[src/rtl/tick_rate_controller_pkg.sv]
// Shared types and constants for the key-driven tick rate controller.
// Used by the interface, the key debouncer and the controller top.
package tick_rate_pkg;

  typedef enum logic [2:0] {
    IDLE    = 3'd0,
    INC     = 3'd1,
    DEC     = 3'd2,
    ARM_DBL = 3'd3,
    ARM_HLV = 3'd4,
    CANCEL  = 3'd5
  } trc_state_e;

  localparam int KEY_INC = 0;
  localparam int KEY_DEC = 1;
  localparam int KEY_DBL = 2;
  localparam int KEY_HLV = 3;

  // Bits needed to hold 0..n; never less than one bit.
  function automatic int cnt_width(input int unsigned n);
    int w;
    w = $clog2(n + 1);
    return (w < 1) ? 1 : w;
  endfunction

endpackage

[src/rtl/tick_rate_controller_if.sv]
// Board-side bundle of the tick rate controller: raw keys in, period/tick/status out.
// There is no valid/ready handshake: keys are level signals sampled every clock, and tick is a one-cycle strobe.
interface tick_rate_controller_if #(
  parameter int w_key    = 4,
  parameter int w_period = 32
) ();
  import tick_rate_pkg::*;

  logic [w_key-1:0]    key;
  logic [w_period-1:0] period;
  logic                tick;
  logic                at_min;
  logic                at_max;
  trc_state_e          dbg_state;

  modport master (
    output key,
    input  period, tick, at_min, at_max, dbg_state
  );

  modport slave (
    input  key,
    output period, tick, at_min, at_max, dbg_state
  );

endinterface

[src/rtl/tick_rate_controller_key_debounce.sv]
// Single-key debouncer: two-flop synchronizer, then a stability counter.
// The level flips after debounce_cycles consecutive disagreeing samples; rise/fall strobe with the flip.
module key_debounce
  import tick_rate_pkg::*;
#(
  parameter int unsigned debounce_cycles = 250000
) (
  input  logic clk,
  input  logic rst,
  input  logic key_i,
  output logic level_o,
  output logic rise_o,
  output logic fall_o
);

  localparam int CW = cnt_width(debounce_cycles);

  logic          sync1_q, sync2_q;
  logic          level_q, level_d;
  logic          rise_q, fall_q;
  logic [CW-1:0] cnt_q, cnt_d;
  logic          flip;

  always_comb begin
    cnt_d = '0;
    flip  = 1'b0;
    if (sync2_q != level_q) begin
      if (cnt_q == CW'(debounce_cycles - 1)) begin
        flip = 1'b1;
      end else begin
        cnt_d = cnt_q + CW'(1);
      end
    end
    level_d = level_q ^ flip;
  end

  always_ff @(posedge clk or posedge rst) begin
    if (rst) begin
      sync1_q <= 1'b0;
      sync2_q <= 1'b0;
      level_q <= 1'b0;
      cnt_q   <= '0;
      rise_q  <= 1'b0;
      fall_q  <= 1'b0;
    end else begin
      sync1_q <= key_i;
      sync2_q <= sync1_q;
      level_q <= level_d;
      cnt_q   <= cnt_d;
      rise_q  <= flip & ~level_q;
      fall_q  <= flip & level_q;
    end
  end

  assign level_o = level_q;
  assign rise_o  = rise_q;
  assign fall_o  = fall_q;

endmodule

[src/rtl/tick_rate_controller.sv]
// Key gesture FSM, saturating period register and periodic tick generator for the hex counter lab.
// Build option: define TICK_RATE_CTRL_AUTOREPEAT_EN for accelerating inc/dec steps while a key is held.
module tick_rate_controller
  import tick_rate_pkg::*;
#(
  parameter int unsigned clk_mhz         = 50,
  parameter int          w_key           = 4,
  parameter int          w_period        = 32,
  parameter int unsigned min_period      = clk_mhz * 1000 * 1000 / 50,
  parameter int unsigned max_period      = clk_mhz * 1000 * 1000 * 3,
  parameter int unsigned debounce_cycles = clk_mhz * 1000 * 5,
  parameter int unsigned accel_cycles    = clk_mhz * 1000 * 100,
  parameter int unsigned max_step        = 1024
) (
  input  logic                    clk,
  input  logic                    rst,
  tick_rate_controller_if.slave   io
);

  localparam int unsigned WX = w_period + 1;
  localparam logic [w_period-1:0] MIN_P = w_period'(min_period);
  localparam logic [w_period-1:0] MAX_P = w_period'(max_period);
  localparam logic [w_period-1:0] RST_P = w_period'((min_period + max_period) / 2);
  localparam logic [w_period:0]   MIN_X = WX'(min_period);
  localparam logic [w_period:0]   MAX_X = WX'(max_period);

  logic [3:0] db, rise, fall;

  for (genvar i = 0; i < 4; i++) begin : g_db
    key_debounce #(
      .debounce_cycles(debounce_cycles)
    ) u_db (
      .clk    (clk),
      .rst    (rst),
      .key_i  (io.key[i]),
      .level_o(db[i]),
      .rise_o (rise[i]),
      .fall_o (fall[i])
    );
  end

  trc_state_e          state_q, state_d;
  logic [w_period-1:0] period_q, period_d;
  logic [w_period-1:0] cnt_q, cnt_d;
  logic                tick_q, tick_d;
  logic [w_period-1:0] step;

`ifdef TICK_RATE_CTRL_AUTOREPEAT_EN
  localparam int AW = cnt_width(accel_cycles);
  localparam logic [w_period-1:0] STEP_MAX = w_period'(max_step);

  logic [AW-1:0]       accel_q, accel_d;
  logic [w_period-1:0] step_q, step_d;
  logic [w_period:0]   step_dbl;
  logic                holding;

  // Holding means staying in INC/DEC; any exit drops the step back to 1.
  assign holding  = ((state_q == INC) || (state_q == DEC)) && (state_d == state_q);
  assign step_dbl = {step_q, 1'b0};

  always_comb begin
    accel_d = '0;
    step_d  = w_period'(1);
    if (holding) begin
      if (accel_q == AW'(accel_cycles - 1)) begin
        step_d = (step_dbl > {1'b0, STEP_MAX}) ? STEP_MAX : step_dbl[w_period-1:0];
      end else begin
        accel_d = accel_q + AW'(1);
        step_d  = step_q;
      end
    end
  end

  always_ff @(posedge clk or posedge rst) begin
    if (rst) begin
      accel_q <= '0;
      step_q  <= w_period'(1);
    end else begin
      accel_q <= accel_d;
      step_q  <= step_d;
    end
  end

  assign step = step_q;
`else
  assign step = w_period'(1);
`endif

  // All period arithmetic is one bit wider so nothing wraps before clamping.
  logic [w_period:0]   p_x, step_x, inc_x, dbl_x;
  logic [w_period-1:0] hlv_p;
  logic [w_period-1:0] inc_val, dec_val, dbl_val, hlv_val;

  always_comb begin
    p_x     = {1'b0, period_q};
    step_x  = {1'b0, step};
    inc_x   = p_x + step_x;
    dbl_x   = {period_q, 1'b0};
    hlv_p   = period_q >> 1;
    inc_val = (inc_x > MAX_X) ? MAX_P : inc_x[w_period-1:0];
    dec_val = (p_x < (MIN_X + step_x)) ? MIN_P : (period_q - step);
    dbl_val = (dbl_x > MAX_X) ? MAX_P : dbl_x[w_period-1:0];
    hlv_val = (hlv_p < MIN_P) ? MIN_P : hlv_p;
  end

  always_comb begin
    state_d  = state_q;
    period_d = period_q;
    case (state_q)
      IDLE: begin
        if (db[KEY_INC])       state_d = INC;
        else if (db[KEY_DEC])  state_d = DEC;
        else if (rise[KEY_DBL]) state_d = ARM_DBL;
        else if (rise[KEY_HLV]) state_d = ARM_HLV;
      end
      INC: begin
        period_d = inc_val;
        if (!db[KEY_INC]) state_d = IDLE;
      end
      DEC: begin
        period_d = dec_val;
        if (!db[KEY_DEC]) state_d = IDLE;
      end
      ARM_DBL: begin
        if (db[KEY_HLV]) begin
          state_d = CANCEL;
        end else if (!db[KEY_DBL]) begin
          period_d = dbl_val;
          state_d  = IDLE;
        end
      end
      ARM_HLV: begin
        if (db[KEY_DBL]) begin
          state_d = CANCEL;
        end else if (!db[KEY_HLV]) begin
          period_d = hlv_val;
          state_d  = IDLE;
        end
      end
      CANCEL: begin
        if (db == 4'b0000) state_d = IDLE;
      end
      default: state_d = IDLE;
    endcase
  end

  // The countdown reloads from the period register only at zero, so changes wait for the next reload.
  always_comb begin
    if (cnt_q == '0) begin
      cnt_d  = period_q - w_period'(1);
      tick_d = 1'b1;
    end else begin
      cnt_d  = cnt_q - w_period'(1);
      tick_d = 1'b0;
    end
  end

  always_ff @(posedge clk or posedge rst) begin
    if (rst) begin
      state_q  <= IDLE;
      period_q <= RST_P;
      cnt_q    <= '0;
      tick_q   <= 1'b0;
    end else begin
      state_q  <= state_d;
      period_q <= period_d;
      cnt_q    <= cnt_d;
      tick_q   <= tick_d;
    end
  end

  assign io.period    = period_q;
  assign io.tick      = tick_q;
  assign io.at_min    = (period_q == MIN_P);
  assign io.at_max    = (period_q == MAX_P);
  assign io.dbg_state = state_q;

  // Keys above index 3, fall strobes and build-dependent parameters are intentionally unused.
  logic unused_cfg;
  assign unused_cfg = (^io.key) ^ (^fall) ^ (accel_cycles == 0) ^ (max_step == 0) ^ (clk_mhz == 0);

endmodule

[src/flat_wrapper.sv]
// flat-port wrapper written by rule: the top's interface ports become plain ports
module tick_rate_controller_flat import tick_rate_pkg::*;
#(
  parameter int unsigned clk_mhz         = 50,
  parameter int          w_key           = 4,
  parameter int          w_period        = 32,
  parameter int unsigned min_period      = clk_mhz * 1000 * 1000 / 50,
  parameter int unsigned max_period      = clk_mhz * 1000 * 1000 * 3,
  parameter int unsigned debounce_cycles = clk_mhz * 1000 * 5,
  parameter int unsigned accel_cycles    = clk_mhz * 1000 * 100,
  parameter int unsigned max_step        = 1024
)
  (clk, rst, io_key, io_period, io_tick, io_at_min, io_at_max, io_dbg_state);
  tick_rate_controller_if #(.w_key(w_key), .w_period(w_period)) io_i ();
  input  logic clk;
  input  logic rst;
  input wire logic [$bits(io_i.key)-1:0] io_key;
  output wire logic [$bits(io_i.period)-1:0] io_period;
  output wire logic [$bits(io_i.tick)-1:0] io_tick;
  output wire logic [$bits(io_i.at_min)-1:0] io_at_min;
  output wire logic [$bits(io_i.at_max)-1:0] io_at_max;
  output wire logic [$bits(io_i.dbg_state)-1:0] io_dbg_state;
  assign io_i.key = io_key;
  assign io_period = io_i.period;
  assign io_tick = io_i.tick;
  assign io_at_min = io_i.at_min;
  assign io_at_max = io_i.at_max;
  assign io_dbg_state = io_i.dbg_state;
  tick_rate_controller #(.clk_mhz(clk_mhz), .w_key(w_key), .w_period(w_period), .min_period(min_period), .max_period(max_period), .debounce_cycles(debounce_cycles), .accel_cycles(accel_cycles), .max_step(max_step)) u_core (.clk(clk), .rst(rst), .io(io_i));
endmodule
[config.mk]
export PLATFORM = sky130hd
export DESIGN_NAME = tick_rate_controller_flat
export DESIGN_NICKNAME = d
export VERILOG_FILES = /design/src/rtl/tick_rate_controller_pkg.sv /design/src/rtl/tick_rate_controller_if.sv /design/src/rtl/tick_rate_controller_key_debounce.sv /design/src/rtl/tick_rate_controller.sv /design/src/flat_wrapper.sv
export SDC_FILE = /design/constraint.sdc
export NUM_CORES = 1
export LEC_CHECK = 0
export CAP_MARGIN = 10
export CELL_PAD_IN_SITES_DETAIL_PLACEMENT = 2
export CELL_PAD_IN_SITES_GLOBAL_PLACEMENT = 2
export CORE_ASPECT_RATIO = 2
export CORE_MARGIN = 5
export CORE_UTILIZATION = 35
export CTS_BUF_LIST = sky130_fd_sc_hd__clkbuf_8 sky130_fd_sc_hd__clkbuf_16
export CTS_CLUSTER_SIZE = 10
export DETAILED_ROUTE_END_ITERATION = 10
export HOLD_SLACK_MARGIN = 0.03
export PLACE_DENSITY_LB_ADDON = 0.15
export SYNTH_ARGS = -nofsm -noshare
export SYNTH_HDL_FRONTEND = slang
export SYNTH_HIERARCHICAL = 1
export SYNTH_SLANG_ARGS = --single-unit
[constraint.sdc]
create_clock -name clk -period 2.73 [get_ports clk]
set_input_delay 0.819 -clock clk [delete_from_list [all_inputs] [get_ports clk]]
set_output_delay 0.819 -clock clk [all_outputs]
set_load 0.005 [all_outputs]
==> qor.yml, run 1 <==
placed_design:
  place_hpwl_mm: 33.1
  port_buffers: 43
  place.gp.congestion: 0.947
  placed_area_um2: 12500
cts:
  clkLatencyLatePin_ns: 0.48
  cts-root-to-sink-buffers: 2
  holdBufCountCts: 0
  cts.reportedPaths.clkPinSlew_ns: 0.09
  cts_sinks: 154
  cts-buffers-inserted: 17
  cts_tree: "done"
  cts-htree-levels: 4
  ctsRootBufferMaster: "clkbuf_16"
route:
  drc: 0
  routedWlPerCell_um: 33.7
  wirelength_mm: 62.3
  avgViaCountPerCell: 6.53
  drtIter0Drc: 738
  ant_nets: 0
  via_count: 12100
  dr.pass1.iters: 5
hold_path:
  hold_path_class: "flop to flop"
  holdPathStages: 0
pwr:
  switchingPower_mw: 1.36
  p_comb_frac: 0.026
  leakage_nw: 6.16
  p_seq_frac: 0.464
  p_int_mw: 3.66
  pwr_density_cell_nw_per_um2: 341
  p_sw_frac: 0.271
  p_total_mw: 5.02
  ir_drop_mv: 0.479
  clkPwrFrac: 0.510
global_route:
  grt_util_all_layers: 0.329
  grt_pass1_wl_mm: 80.6
  grt_max_degree: 69
  antenna_found_initial: 4
  grt_pass1_vias: 13100
  overflow: 0
sta:
  max_freq_ghz: 0.281
  tightest_slew_ns: 0.799
  setup_tns_ns: -23.61
  finalCriticalPeriod_ns: 3.55
  relSlewSlack: 0.463
  rsz0062_at_grt: "yes"
  setup_viol: 46
  hold_ws_ns: 0.354
  timing.final.crit_share: 1.30
  maxSlewViolCount: 0
  hold_viol: 0
  skew_ns: 0.0256
  fin_ws_ns: -0.824
final_layout:
  nNetsFinal: 1489
  n_fill_cell: 3003
  syn2layout_area_growth_pct: 45.6
  multi_input_area_um2: 6710
  regArea_um2: 3860
  final_core_util: 0.513
  fin_area_um2: 14700
  layout-drive-gt1-share: 0.338
die:
  die_h_um: 250
  io_pins: 44
  row_count: 88
  die_x_um: 130
  core-area_um2: 28700
  start_util: 0.352
  die_area_um2: 32600
yosys:
  syn_area_um2: 10100
  synth_cells: 1185
  syn_area_per_cell_um2: 8.53
  yosysWarnings: 6
  synth_nets: 1200
critical_path:
  cp-end-kind: "flop"
  crit_fanout: 7
  r2r_cells: 15
  worstPathRequired_ns: 3.10
  crit_type: "flop to flop"
  worst_ep_arrival_time_ns: 3.93
  critPathLaunchType: "flop"
outcome:
  violations: "setup timing"
  outcome: "finished with violations"
run:
  drv_cap: 0
-- final timing paths --
check	slack (ns)	to	from
setup / recovery	-0.82	u_core/io.period[5]	u_core/io.period[10]
hold / removal	0.35	u_core/g_db[1].u_db/sync2_q	u_core/g_db[1].u_db/sync1_q
setup reg to reg	-0.82	u_core/io.period[5]	u_core/io.period[10]
hold reg to reg	0.35	u_core/g_db[1].u_db/sync2_q	u_core/g_db[1].u_db/sync1_q
max in group asynchronous	1.37	u_core/io.period[26]	rst
min in group asynchronous	0.89	u_core/g_db[2].u_db/rise_o	rst
-- state kept, by name, summed over array words and instances (netlist names), named ones only --
signal	count
u_core/io.tick	1
u_core/io.dbg_state	3
u_core/g_db.u_db/cnt_q	72
u_core/cnt_q	32
u_core/g_db.u_db/sync2_q	4
u_core/g_db.u_db/sync1_q	4
u_core/g_db.u_db/rise_o	2
u_core/io.period	32
-- cells in the final DEF (no fill, tap or decap), drive strengths merged, types with 5 or more instances in the layout --
master,instances
and3,13
a21o,6
o21ai,68
nand3b,9
a221oi,12
a2bb2oi,13
nand4,37
or3,22
buf,302
and4,9
dfstp,7
mux2i,6
o2111ai,11
nand4b,9
nand2,106
nor3b,5
and2,7
dfrtp,147
nand2b,5
xor2,53
clkbuf,19
a21oi,85
inv,35
o41ai,7
nand3,47
ha,9
clkdlybuf4s50,39
xnor2,63
nor4,42
a211oi,5
or4,30
nor2,138
nor3,47
-- routing by layer --
layer | share of wire | GRT usage
met5 | 0.00021 | 0
met2 | 0.52 | 0.586
met4 | 0.11 | 0.276
met1 | 0.31 | 0.307
met3 | 0.065 | 0.0730
-- power by group through the flow --
| stage | registers [mW] | logic (mW) | clock network (mW) |
|---|---|---|---|
| after global routing | 2.33 | 0.146 | 2.69 |
| final | 2.33 | 0.132 | 2.56 |
| after floorplan | 2.36 | 0.0714 | 0 |
| after CTS | 2.33 | 0.130 | 2.53 |
| after global placement | 2.36 | 0.120 | 0 |
| after detailed placement | 2.37 | 0.126 | 0 |
-- cell type report --
type | instances | area share
Multi-Input combinational cell | 930 | 0.456
Clock buffer | 18 | 0.0298
Timing Repair Buffer | 344 | 0.204
Sequential cell | 154 | 0.262
Inverter | 27 | 0.00688
Antenna cell | 2 | 0.000340
Clock inverter | 14 | 0.0104
Tap cell | 360 | 0.0306
-- through the flow --
step | setup slack [ns] | std cells
4_1_cts | -0.434 | 1818
5_1_grt | -0.854 | 1848
3_3_place_gp | -0.402 | 1745
2_1_floorplan | -0.0343 | 1185
6_report | -0.824 | 1849
3_5_place_dp | -0.482 | 1745
-- worst max-delay path, stage by stage, from the launching register on --
cell and delay, ns:
dfrtp_1 0.37, buf_4 0.13, buf_6 0.12, nand4_1 0.31
buf_4 0.33, nor4_1 0.38, buf_4 0.21, nand4_1 0.17
o22ai_1 0.23, a21o_1 0.25, o2111ai_2 0.19, nand3_4 0.16
buf_12 0.17, buf_6 0.12, a21boi_4 0.06, a221oi_4 0.23
-- repair_timing --
item / in CTS / in global routing
setup buffers: 41 / 34
gates resized for setup: 141 / 100
cloned: 2 / 1
endpoints found under the setup margin: 42 / 49
pin swaps: 34 / 52
Note: power is estimated with default switching activity, not from simulation.
==> run 2: changes to the inputs <==
- CORE_UTILIZATION: 35 -> 39
- SKIP_LAST_GASP: default -> 1
- clock period: 2.73 -> 3.8 ns (I/O delays scaled with it)
==> run 2 against run 1 <==
Against the previous run:
- the flow now finishes without violations
- clock-buffer cell count is 1 lower
- register-to-register slack better by 1.1 ns
- first-iteration DRC count is 54% lower
- clock power is 37% lower
- total power is 33% lower
- worst hold slack worse by 0.0033 ns
- sequential cell count stayed put
- critical path depth is 10 lower
- worst setup slack better by 0.93 ns
- sequential power is 28% lower
- non-clock buffer count is 229 lower
- clock skew is 0.015 ns lower
==> qor.yml, run 2 (synthesis gave the netlist of run 1 again) <==
sta:
  maxSlewViolCount: 0  # unchanged
  setup_viol: 0  # -100%
  setup_tns_ns: 0  # +23.61 ns
  finalCriticalPeriod_ns: 3.69
  timing.final.crit_share: 0.971
  fin_ws_ns: 0.109  # +0.933 ns
  rsz0062_at_grt: "no"
  relSlewSlack: 0.350  # -0.113
  skew_ns: 0.0110  # -0.0145 ns
  hold_viol: 0  # unchanged
  max_freq_ghz: 0.271
  tightest_slew_ns: 0.972  # +0.174 ns
cts:
  ctsRootBufferMaster: "clkbuf_16"
  clkLatencyLatePin_ns: 0.45  # -0.03 ns
  cts.reportedPaths.clkPinSlew_ns: 0.07  # -0.02 ns
  cts_sinks: 154  # unchanged
  cts-root-to-sink-buffers: 2  # unchanged
  cts_tree: "done"
  cts-buffers-inserted: 17  # unchanged
  cts-htree-levels: 4  # unchanged
critical_path:
  max_stage_delay_ns: 0.56  # +0.18 ns
  cp_num_buf_inv: 1  # -5
  worstPathRequired_ns: 2.66  # -0.44 ns
  critPathTopFamily: "simple AND/OR/NAND/NOR gates"
  crit_type: "flop to output pin"
  cp_cell_sequence: "or4_4 -> nor4_2 -> nand2_1 -> nor4_2 -> clkdlybuf4s50_1"
  critPathLaunchType: "flop"
  r2r_cells: 11  # -4
  crit_fanout: 3  # -4
  worst_ep_arrival_time_ns: 2.55  # -1.38 ns
  r2r_end: "u_core/io.period[21]"
  r2r-start: "u_core/io.period[0]"
  rrSetupSlack_ns: 0.26  # +1.08 ns
  crit_path_frequent_cell: "nor4_2"
  slowest_stage: "or4_4"
  cp-end-kind: "output pin"
hold_path:
  worstHoldStart: "u_core/g_db[3].u_db/sync1_q"
  hold_path_class: "flop to flop"
  whs_endpoint: "u_core/g_db[3].u_db/sync2_q"
  holdPathStages: 0  # unchanged
run:
  drv_cap: 0  # unchanged
final_layout:
  final_common_cell: "dfrtp_1"
  nNetsFinal: 1259  # -15%
  layout-drive-gt1-share: 0.123  # -0.214
  largest_register_ffs: 72  # unchanged
  antenna_cells: 0  # -2
  max_flop_register: "u_core/g_db.u_db/cnt_q"
  syn2layout_area_growth_pct: 16.9
  most-common-layout-cells: "147 x dfrtp_1, 136 x nor2_1, 101 x nand2_1, 83 x a21oi_1, 69 x buf_4"
route:
  drc: 0  # unchanged
  ant_nets: 0  # unchanged
  wirelength_mm: 39.7  # -36%
  avgViaCountPerCell: 6.22  # -4.8%
  drtIter0Drc: 337  # -54%
  via_count: 9930  # -18%
  dr.pass1.iters: 5  # unchanged
  routedWlPerCell_um: 24.9  # -26%
outcome:
  outcome: "finished, final reports clean"
pwr:
  pwr_density_cell_nw_per_um2: 286  # -16%
  ir_drop_mv: 0.329  # -31%
  leakage_nw: 4.62  # -25%
  p_int_mw: 2.57  # -30%
  p_seq_frac: 0.495  # +0.031
  clkPwrFrac: 0.481  # -0.029
  switchingPower_mw: 0.812  # -40%
  p_comb_frac: 0.025  # about the same
  p_sw_frac: 0.240  # -0.0310
placed_design:
  place_hpwl_mm: 29.7  # -10%
  place.gp.congestion: 0.969  # +2.4%
  port_buffers: 43  # unchanged
  place_ws_ns: 0.230  # +0.712 ns
die:
  core-area_um2: 25700  # -11%
  die_h_um: 238  # -5.1%
  die_x_um: 124  # -4.9%
  die_area_um2: 29400  # -9.7%
  row_count: 83  # -5.7%
  io_pins: 44  # unchanged
  start_util: 0.394  # +0.0423
global_route:
  grt_max_degree: 58  # -16%
  antenna_found_initial: 0  # -4
  overflow: 0  # unchanged
  grt_pass1_vias: 11100  # -16%
  grt_util_all_layers: 0.279  # -0.0500
  grt_pass1_wl_mm: 62.5  # -22%
-- run 2: changes by cell type in the layout (fill, tap and decap cells not counted), moves of 10 or more --
cell | previous run | this run
buf_4 | 251 | 69
buf_6 | 33 | 0
o21ai_0 | 44 | 65
nor4_1 | 22 | 34
nor4_4 | 14 | 2
o21ai_1 | 14 | 3
buf_12 | 13 | 3
-- run 2: per-layer routing --
layer,vias up,share of wire,track usage
met5,-,0,0
met4,0,0.084,0.201
met3,156,0.037,0.0521
met2,248,0.55,0.519
met1,5059,0.33,0.262
li1,4467,-,-
-- run 2: repair_timing --
action	CTS	global route
pin swaps	1	1
setup endpoints to repair	2	28
gates resized for setup	7	4
hold buffers	0	0
setup buffers	0	1
-- run 2: layout make-up --
| type | instances | area [µm²] |
|---|---|---|
| repair buffers | 115 | 1010 |
| inverters | 27 | 101 |
| clock buffers | 17 | 425 |
| multi-input cells | 929 | 5880 |
| flip-flops and latches | 154 | 3860 |
| well taps | 340 | 425 |
| clock inverters | 15 | 114 |
| fillers | 2881 | 13800 |
-- run 2: worst max-delay path by stage --
stage / end / depth (start not counted) / from / slack, ns
after floorplan: io_at_min / 5 / u_core/io.period[30] / 0.88
after global placement: io_at_min / 5 / u_core/io.period[30] / 0.28
after detailed placement: io_at_min / 5 / u_core/io.period[30] / 0.23
after CTS: io_at_max / 7 / u_core/io.period[0] / 0.02
after global routing: io_at_max / 5 / u_core/io.period[30] / 0.004
final: io_at_max / 5 / u_core/io.period[30] / 0.11
-- run 2: power by group through the flow --
stage	logic (mW)	clock network, mW	registers, mW
floorplan	0.0513	0	1.70
global placement	0.0822	0	1.70
global route	0.0949	1.74	1.67
CTS	0.0879	1.68	1.67
detailed placement	0.0856	0	1.70
finish	0.0828	1.62	1.67
-- run 2: worst reg2reg max path: stages (launching register included) --
cell and delay, ns:
dfrtp_1 0.41, ha_1 0.34, and4_1 0.34, nand2_1 0.35, xnor2_1 0.25, o41ai_2 0.61, and3_1 0.26, o2111ai_1 0.16
nand3_2 0.14, buf_4 0.21, nand2_2 0.09, o221a_1 0.27
-- run 2: through the flow --
| step | hold slack (ns) | area (µm²) | std cells | utilization | power [mW] |
|---|---|---|---|---|---|
| 5_1_grt | 0.372 | 11800 | 1597 | 0.461 | 3.51 |
| 6_report | 0.350 | 11800 | 1597 | 0.461 | 3.38 |
| 2_1_floorplan | 0.331 | 10100 | 1185 | - | 1.75 |
| 4_1_cts | 0.353 | 11800 | 1596 | 0.460 | 3.44 |
| 3_3_place_gp | 0.332 | 11200 | 1564 | 0.437 | 1.78 |
| 3_5_place_dp | 0.337 | 11200 | 1564 | 0.437 | 1.79 |
